[config.mk]
export PLATFORM = sky130hd
export DESIGN_NAME = register_file_dumper
export DESIGN_NICKNAME = d
export VERILOG_FILES = /design/src/rtl/register_file_dumper.sv
export SDC_FILE = /design/constraint.sdc
export NUM_CORES = 1
export LEC_CHECK = 0
export ABC_AREA = 0
export CAP_MARGIN = 20
export CELL_PAD_IN_SITES_DETAIL_PLACEMENT = 0
export CELL_PAD_IN_SITES_GLOBAL_PLACEMENT = 2
export CORE_UTILIZATION = 30
export CTS_CLUSTER_SIZE = 20
export DETAILED_ROUTE_END_ITERATION = 8
export GPL_ROUTABILITY_DRIVEN = 1
export PLACE_DENSITY = 0.8
export SYNTH_ARGS = -nofsm -noshare
export SYNTH_HDL_FRONTEND = slang
export SYNTH_SLANG_ARGS = --single-unit
[constraint.sdc]
create_clock -name clk_i -period 2.2 [get_ports clk_i]
set_clock_uncertainty 0.1 [all_clocks]
set_input_delay 0.33 -clock clk_i [delete_from_list [all_inputs] [get_ports clk_i]]
set_output_delay 0.33 -clock clk_i [all_outputs]
set_load 0.01 [all_outputs]
[src/rtl/register_file_dumper.sv]
`default_nettype none
// ============================================================================
//  Module   : register_file_dumper
//  Purpose  : Reader-side companion to the RegisterFile. Walks the registers
//             selected by a mask (R1..R4 = index 0..3, S1..S4 = index 4..7)
//             through the RF OutA read port and streams each value out over a
//             Valid/Ready handshake.
//  Ports    : clk_i        system clock, rising edge
//             rst_ni       asynchronous active-low reset
//             start_i      one-cycle dump request (honoured only when idle)
//             mask_i       register selection, sampled with the accepted start
//             out_a_i      RF read port A data
//             out_a_sel_o  RF read port A select
//             reg_sel_o    RF write enables R1..R4 (active-low)
//             scr_sel_o    RF write enables S1..S4 (active-low)
//             data_o       stream word (registered)
//             index_o      register index of data_o
//             valid_o      data_o/index_o/last_o valid
//             ready_i      consumer accept
//             last_o       final word of the dump
//             busy_o       dump in progress
//             done_o       one-cycle completion pulse
//  Config   : DUMP_CHECKSUM_EN - when defined, an extra word carrying the XOR
//             of all dumped words (index all-ones) closes every dump.
//  Revision : 1.0 - initial release
// ============================================================================
module register_file_dumper #(
  parameter int DATA_W = 16,
  parameter int N_REGS = 8,
  localparam int IDX_W = $clog2(N_REGS)
) (
  input  logic              clk_i,
  input  logic              rst_ni,
  input  logic              start_i,
  input  logic [N_REGS-1:0] mask_i,
  input  logic [DATA_W-1:0] out_a_i,
  output logic [IDX_W-1:0]  out_a_sel_o,
  output logic [3:0]        reg_sel_o,
  output logic [3:0]        scr_sel_o,
  output logic [DATA_W-1:0] data_o,
  output logic [IDX_W-1:0]  index_o,
  output logic              valid_o,
  input  logic              ready_i,
  output logic              last_o,
  output logic              busy_o,
  output logic              done_o
);

  typedef enum logic [2:0] {
    S_IDLE   = 3'd0,
    S_SELECT = 3'd1,
    S_SEND   = 3'd2,
    S_CSUM   = 3'd3,
    S_FINISH = 3'd4
  } state_t;

  state_t              state_q,   state_d;
  logic [N_REGS-1:0]   pending_q, pending_d;
  logic [IDX_W-1:0]    sel_q,     sel_d;
  logic [DATA_W-1:0]   data_q,    data_d;
  logic [IDX_W-1:0]    index_q,   index_d;
  logic                valid_q,   valid_d;
  logic                last_q,    last_d;
  logic [DATA_W-1:0]   csum_q,    csum_d;

  // Lowest set bit wins, so registers stream out in ascending index order.
  function automatic logic [IDX_W-1:0] lowest_set(input logic [N_REGS-1:0] v);
    logic [IDX_W-1:0] r;
    r = '0;
    for (int i = N_REGS - 1; i >= 0; i--) begin
      if (v[i]) r = IDX_W'(i);
    end
    return r;
  endfunction

  always_comb begin
    state_d   = state_q;
    pending_d = pending_q;
    sel_d     = sel_q;
    data_d    = data_q;
    index_d   = index_q;
    valid_d   = valid_q;
    last_d    = last_q;
    csum_d    = csum_q;

    case (state_q)
      S_IDLE: begin
        if (start_i) begin
          csum_d = '0;
          if (|mask_i) begin
            pending_d = mask_i;
            state_d   = S_SELECT;
          end else begin
`ifdef DUMP_CHECKSUM_EN
            // An empty mask still emits the (zero) checksum word.
            state_d = S_CSUM;
`else
            state_d = S_FINISH;
`endif
          end
        end
      end

      S_SELECT: begin
        // The RF read is combinational and out_a_sel_o has been stable for
        // this whole cycle, so out_a_i is settled at this edge.
        data_d    = out_a_i;
        index_d   = sel_q;
        pending_d = pending_q & ~(N_REGS'(1) << sel_q);
        csum_d    = csum_q ^ out_a_i;
        valid_d   = 1'b1;
`ifdef DUMP_CHECKSUM_EN
        last_d    = 1'b0;
`else
        last_d    = (pending_d == '0);
`endif
        state_d   = S_SEND;
      end

      S_SEND: begin
        if (valid_q && ready_i) begin
          valid_d = 1'b0;
          last_d  = 1'b0;
          if (last_q) begin
            state_d = S_FINISH;
          end else if (pending_q == '0) begin
            // Only reachable with the checksum word enabled.
            state_d = S_CSUM;
          end else begin
            state_d = S_SELECT;
          end
        end
      end

      S_CSUM: begin
        data_d  = csum_q;
        index_d = '1;
        valid_d = 1'b1;
        last_d  = 1'b1;
        state_d = S_SEND;
      end

      S_FINISH: begin
        state_d = S_IDLE;
      end

      default: begin
        state_d = S_IDLE;
      end
    endcase

    // Select is registered ahead of SELECT so the RF has a full cycle to
    // settle; outside SELECT it simply holds.
    if (state_d == S_SELECT) begin
      sel_d = lowest_set(pending_d);
    end
  end

  always_ff @(posedge clk_i or negedge rst_ni) begin
    if (!rst_ni) begin
      state_q   <= S_IDLE;
      pending_q <= '0;
      sel_q     <= '0;
      data_q    <= '0;
      index_q   <= '0;
      valid_q   <= 1'b0;
      last_q    <= 1'b0;
      csum_q    <= '0;
    end else begin
      state_q   <= state_d;
      pending_q <= pending_d;
      sel_q     <= sel_d;
      data_q    <= data_d;
      index_q   <= index_d;
      valid_q   <= valid_d;
      last_q    <= last_d;
      csum_q    <= csum_d;
    end
  end

  // The dumper never writes the RF, so its write enables stay inactive; this
  // keeps the RF contents frozen for the whole dump.
  assign reg_sel_o   = 4'b1111;
  assign scr_sel_o   = 4'b1111;

  assign out_a_sel_o = sel_q;
  assign data_o      = data_q;
  assign index_o     = index_q;
  assign valid_o     = valid_q;
  assign last_o      = last_q;
  assign busy_o      = (state_q != S_IDLE);
  assign done_o      = (state_q == S_FINISH);

endmodule
`default_nettype wire

Word-level counts from Yosys, hierarchy flattened
Cells that the tools add are included.

Bits in latches: 0. Output and inout port bits: 34. Bits of input ports: 28. Memory bits (writable): 0. Logic and storage cells: 57. Memories kept: 0. ROM bits: 0. Register bits: 51.

Shift operators: 1. $mul: 0. Bitwise logic cells: 3. Multiplexer cells: 24. Magnitude comparators: 0. $add $sub $neg: 0. Reduce and logical (&&, ||, !) cells: 14. Equality and inequality tests: 7. Divide/modulo/power cells: 0.

Operators by type and width (count): one-hot mux 16 bit (2 select lines) (2); 2-to-1 mux 3 bit (12); logical NOT 8 bit (2); 2-to-1 mux 16 bit (1); 2-to-1 mux 8 bit (2); one-hot mux 8 bit (2 select lines) (1); bitwise XOR 16 bit (1); one-hot mux 3 bit (3 select lines) (1); bitwise AND 8 bit (1); NOT 8 bit (1); OR reduction 8 bit (1); left shift 1 x 3 -> 8 bit, first input constant (1); == test 3 x 1 -> 1 bit, second input constant (2); == test 3 x 2 -> 1 bit, second input constant (2); one-hot mux 3 bit (2 select lines) (1); AND reduction 2 bit (3); nonzero test 2 bit (3); nonzero test 3 bit (2); != test 2 bit, second input constant (2); == test 3 bit, second input constant (1); logical NOT 3 bit (1); one-hot mux 1 bit (3 select lines) (1); 2-to-1 mux 2 bit (1); one-hot mux 1 bit (2 select lines) (1); other kinds (3) (3).

Longest topological paths before layout
Depth after elaboration: 12. Gate-level depth with buffers: 9. Gate-level depth less buffers: 7.

Least setup slack after synthesis
No wires, ideal clock.

Path kind: register -> register. Start point: register state_q[1]. End point: register sel_q[2] (netlist: out_a_sel_o[2]). Buffers on the path: 0. Cell stages (with the launch flop): 7. Library setup time: 66 ps. Clock period less this slack: 1897 ps. Required time: 2034 ps. Path slack: 303 ps. Arrival time: 1731 ps. Cells stage by stage: dfrtp_1 > or4b_4 > a21oi_4 > a21oi_2 > a31o_4 > nor4_4 > a22o_1.

Longest elaborated chain between the ends: 10. Elaborated cells on any way between the ends: 18. Those cells by class: eq/ne: 4; mux: 12; reduce/logical: 2.

RTL lines: start, declared (line 57) `state_t state_q, state_d;`; start signal, assigned (line 170) `state_q <= state_d;`; == test 3 x 1 -> 1 bit or logical NOT 3 bit (tied branches) (line 86) `case (state_q)`; one-hot mux 8 bit (2 select lines) (line 86); 2-to-1 mux 3 bit (8 in a row) (line 71) `if (v[i]) r = IDX_W'(i);`; end signal, assigned (line 172) `sel_q <= sel_d;`; end, declared (line 59) `logic [IDX_W-1:0] sel_q, sel_d;`.

Parallel ways exist; a longest one is shown, timed or not. A chain may end at the register's enable or synchronous reset.

Worst setup path after layout
Ends and elaborated chain as after synthesis.

==> out/results.txt <==
Final Hold Fails - 0
RSZ-0062 raised after global routing - no
final setup fails - 0
DRC - 0
distinct cell type count after synthesis - 41
Pwr Total - 0.005113 W
top cells by area, synth - dfrtp_1, o21ai_0, nand2_1
Worst-Margin Slew - 531.4 ps
GRT Residual Overflow - 0
final period utilization - 0.9578
cell with the most instances after synthesis - nand2_1
total number of vias - 2396
Worst Hold Class - reg2reg
Synth warnings - 0
CP max stage delay - 580 ps
CP cell instances - or4b_4, a21oi_4, a21oi_2, a31o_4, nor4_4, a22o_1
Tmin final - 2107 ps
vias in the first global route - 2370
first-pass GRT wire length - 12140 µm
fillers - 866
Final Max Tran Viols - 0
Main synth FF type - dfrtp_1
drt initial violations - 130
path depth of the worst reg2reg path - 6
nets - 405
hold path cells - 2
Placed Area - 3506 µm²
# diodes - 0
pwr dens - 1396 nW/µm²
Commonest cells post-synth - nand2_1, o21ai_0, dfrtp_1
drt total wl - 7273 µm
die width - 96.92 µm
hpwl dp - 5216 µm
ys async rst share - 1.000
syn_area_per_cell - 8.890 µm²
initial antenna violation count - 0
synthesis-stage register bit count - 51
htree depth - 2
clock root buffer - clkbuf_8
Buf/Inv on CP - 0
CTS tree - built
synthesized instance count - 304
vias per cell - 4.930
top cell type's share of synthesized area - 0.4722
Critical-path top delay cell - or4b_4
CTS max path bufs - 2
Max Cap Viol - 0
WL per Instance - 14.97 µm
status - complete, no violations
fraction of final layout cells sized beyond drive strength 1 - 0.1349
Num Clock Sinks - 51
Reg-to-Reg End - out_a_sel_o[2]
RR Startpoint - state_q[1]
WHS Endpoint - data_o[5]
Worst-path clk slew - 90 ps
highest clock rate - 474.6 MHz
DIE AREA - 9393 µm²
IO Count - 62
Yosys top cell by area - dfrtp_1
crit path kind - reg2reg
Rel. slew slack - 0.6457
layout overhead on the synthesized area - 35.51%
row cnt - 34
Antenna Nets Post-Route - 0
TritonCTS Buffers - 5
Reg2Reg Setup Slack - 90 ps
Seq/Total Area, Yosys - 0.4722
TritonRoute pass-1 iters - 4
Util after Layout - 0.4199
RePlAce Congestion - 0.8826
core area - 8721 µm²
Crit Path Max Fanout - 8
GRT Overall Usage - 0.1594
Die Ht - 96.92 µm
Post-synth EDFFs - 0
DP Cell Count - 476
IO buf count - 53
Crit. End Element - flip-flop
Pleak - 1.592 nW
Hold Crit Start - data_o[5]
Required @ worst endpoint - 2350 ps
latest clock arrival within the worst-skew pair - 310 ps
synthesized area - 2703 µm²
initial cell density of the core - 0.3099
Finished Cell Area - 3662 µm²
largest net degree at the start of global routing - 32
critical path's top delay family - simple AND/OR/NAND/NOR gates
Startpoint Class - flip-flop
Worst Path Arrival - 2260 ps
Peak VDD IR - 0.4590 mV
Non-Filler Instances - 486
[final cells by class]
class | instances | area [µm²] | area share
Clock inverter | 2 | 60.06 | 0.01640
Inverter | 6 | 22.52 | 0.006150
Sequential cell | 51 | 1279 | 0.3492
Clock buffer | 6 | 72.57 | 0.01982
Timing Repair Buffer | 85 | 794.5 | 0.2169
Tap cell | 108 | 135.1 | 0.03690
Multi-Input combinational cell | 228 | 1299 | 0.3546
[cells in the final DEF (no fill, tap or decap), types with 3 or more instances in the layout]
cell             Yosys  layout
nor3_1               3       3
nand2_1             67      67
clkdlybuf4s50_1      0      50
or3b_1               4       3
o31ai_1              6       6
o21ai_0             58      58
buf_4                8      29
clkbuf_8             0       5
conb_1               1       8
nand3_1              3       3
mux2i_1             18      18
a31oi_1              3       3
a21oi_1              6       6
o21ai_1              5       5
dfrtp_1             51      49
nor2_1              18      18
inv_1                6       6
[stage by stage]
step	worst slack (ps)	TNS, ps	hold slack [ps]
global placement	-112.5	-287.7	240.2
detailed placement	-159.9	-427.2	244.8
global route	4.628	0	412.9
finish	92.86	0	384.2
floorplan	303.0	0	-65.59
CTS	14.01	0	385.4
[timing repair]
| item | CTS | global route |
|---|---|---|
| endpoints found under the setup margin | 1 | 2 |
| setup buffers | 0 | 1 |
| hold buffers | 1 | 0 |
| endpoints found under the hold margin | 20 | 0 |
| cloned | 0 | 0 |
| resized for setup | 2 | 3 |
[worst min-delay path: cells and delay by family, from the launching register on]
kind,cells,cell delay (ps)
compound gates,1,60
flops,1,350
simple gates,1,40
[worst max-delay path by stage]
stage          startpoint              to  cells past startpoint
2_1_floorplan  state_q[1]  out_a_sel_o[2]                      6
3_3_place_gp      start_i  out_a_sel_o[2]                      7
3_5_place_dp      start_i  out_a_sel_o[1]                      7
4_1_cts        state_q[2]          busy_o                      3
5_1_grt        state_q[1]  out_a_sel_o[1]                      7
6_report       state_q[1]  out_a_sel_o[2]                      6
[layer usage]
metal	up-vias	global-route usage	routed length (µm)
met5	-	0	0
met4	0	0.04478	68
met3	8	0.03829	401
met2	63	0.2508	3376
met1	1135	0.2183	3425
li1	1190	-	-
[power by group]
group | switching, W | internal [W]
Combinational | 0.00141 | 0.00130
Clock | 0.000321 | 0.000455
Sequential | 0.000307 | 0.00132
Total | 0.00203 | 0.00308
[cells by family after synthesis]
group / Yosys count / synth area share
and+or+nand+nor: 109 / 0.1986
other: 1 / 0.001388
AOI/OAI and AO/OA: 93 / 0.2032
buffers and inverters: 32 / 0.05787
muxes: 18 / 0.06667
DFF: 51 / 0.4722
[registers in the layout, summed over array words and instances (netlist names)]
signal	cells
csum_q	16
data_o	16
index_o	3
last_o	1
out_a_sel_o	3
pending_q	8
state_q	3
valid_o	1
(Power assumes the default switching activity.)
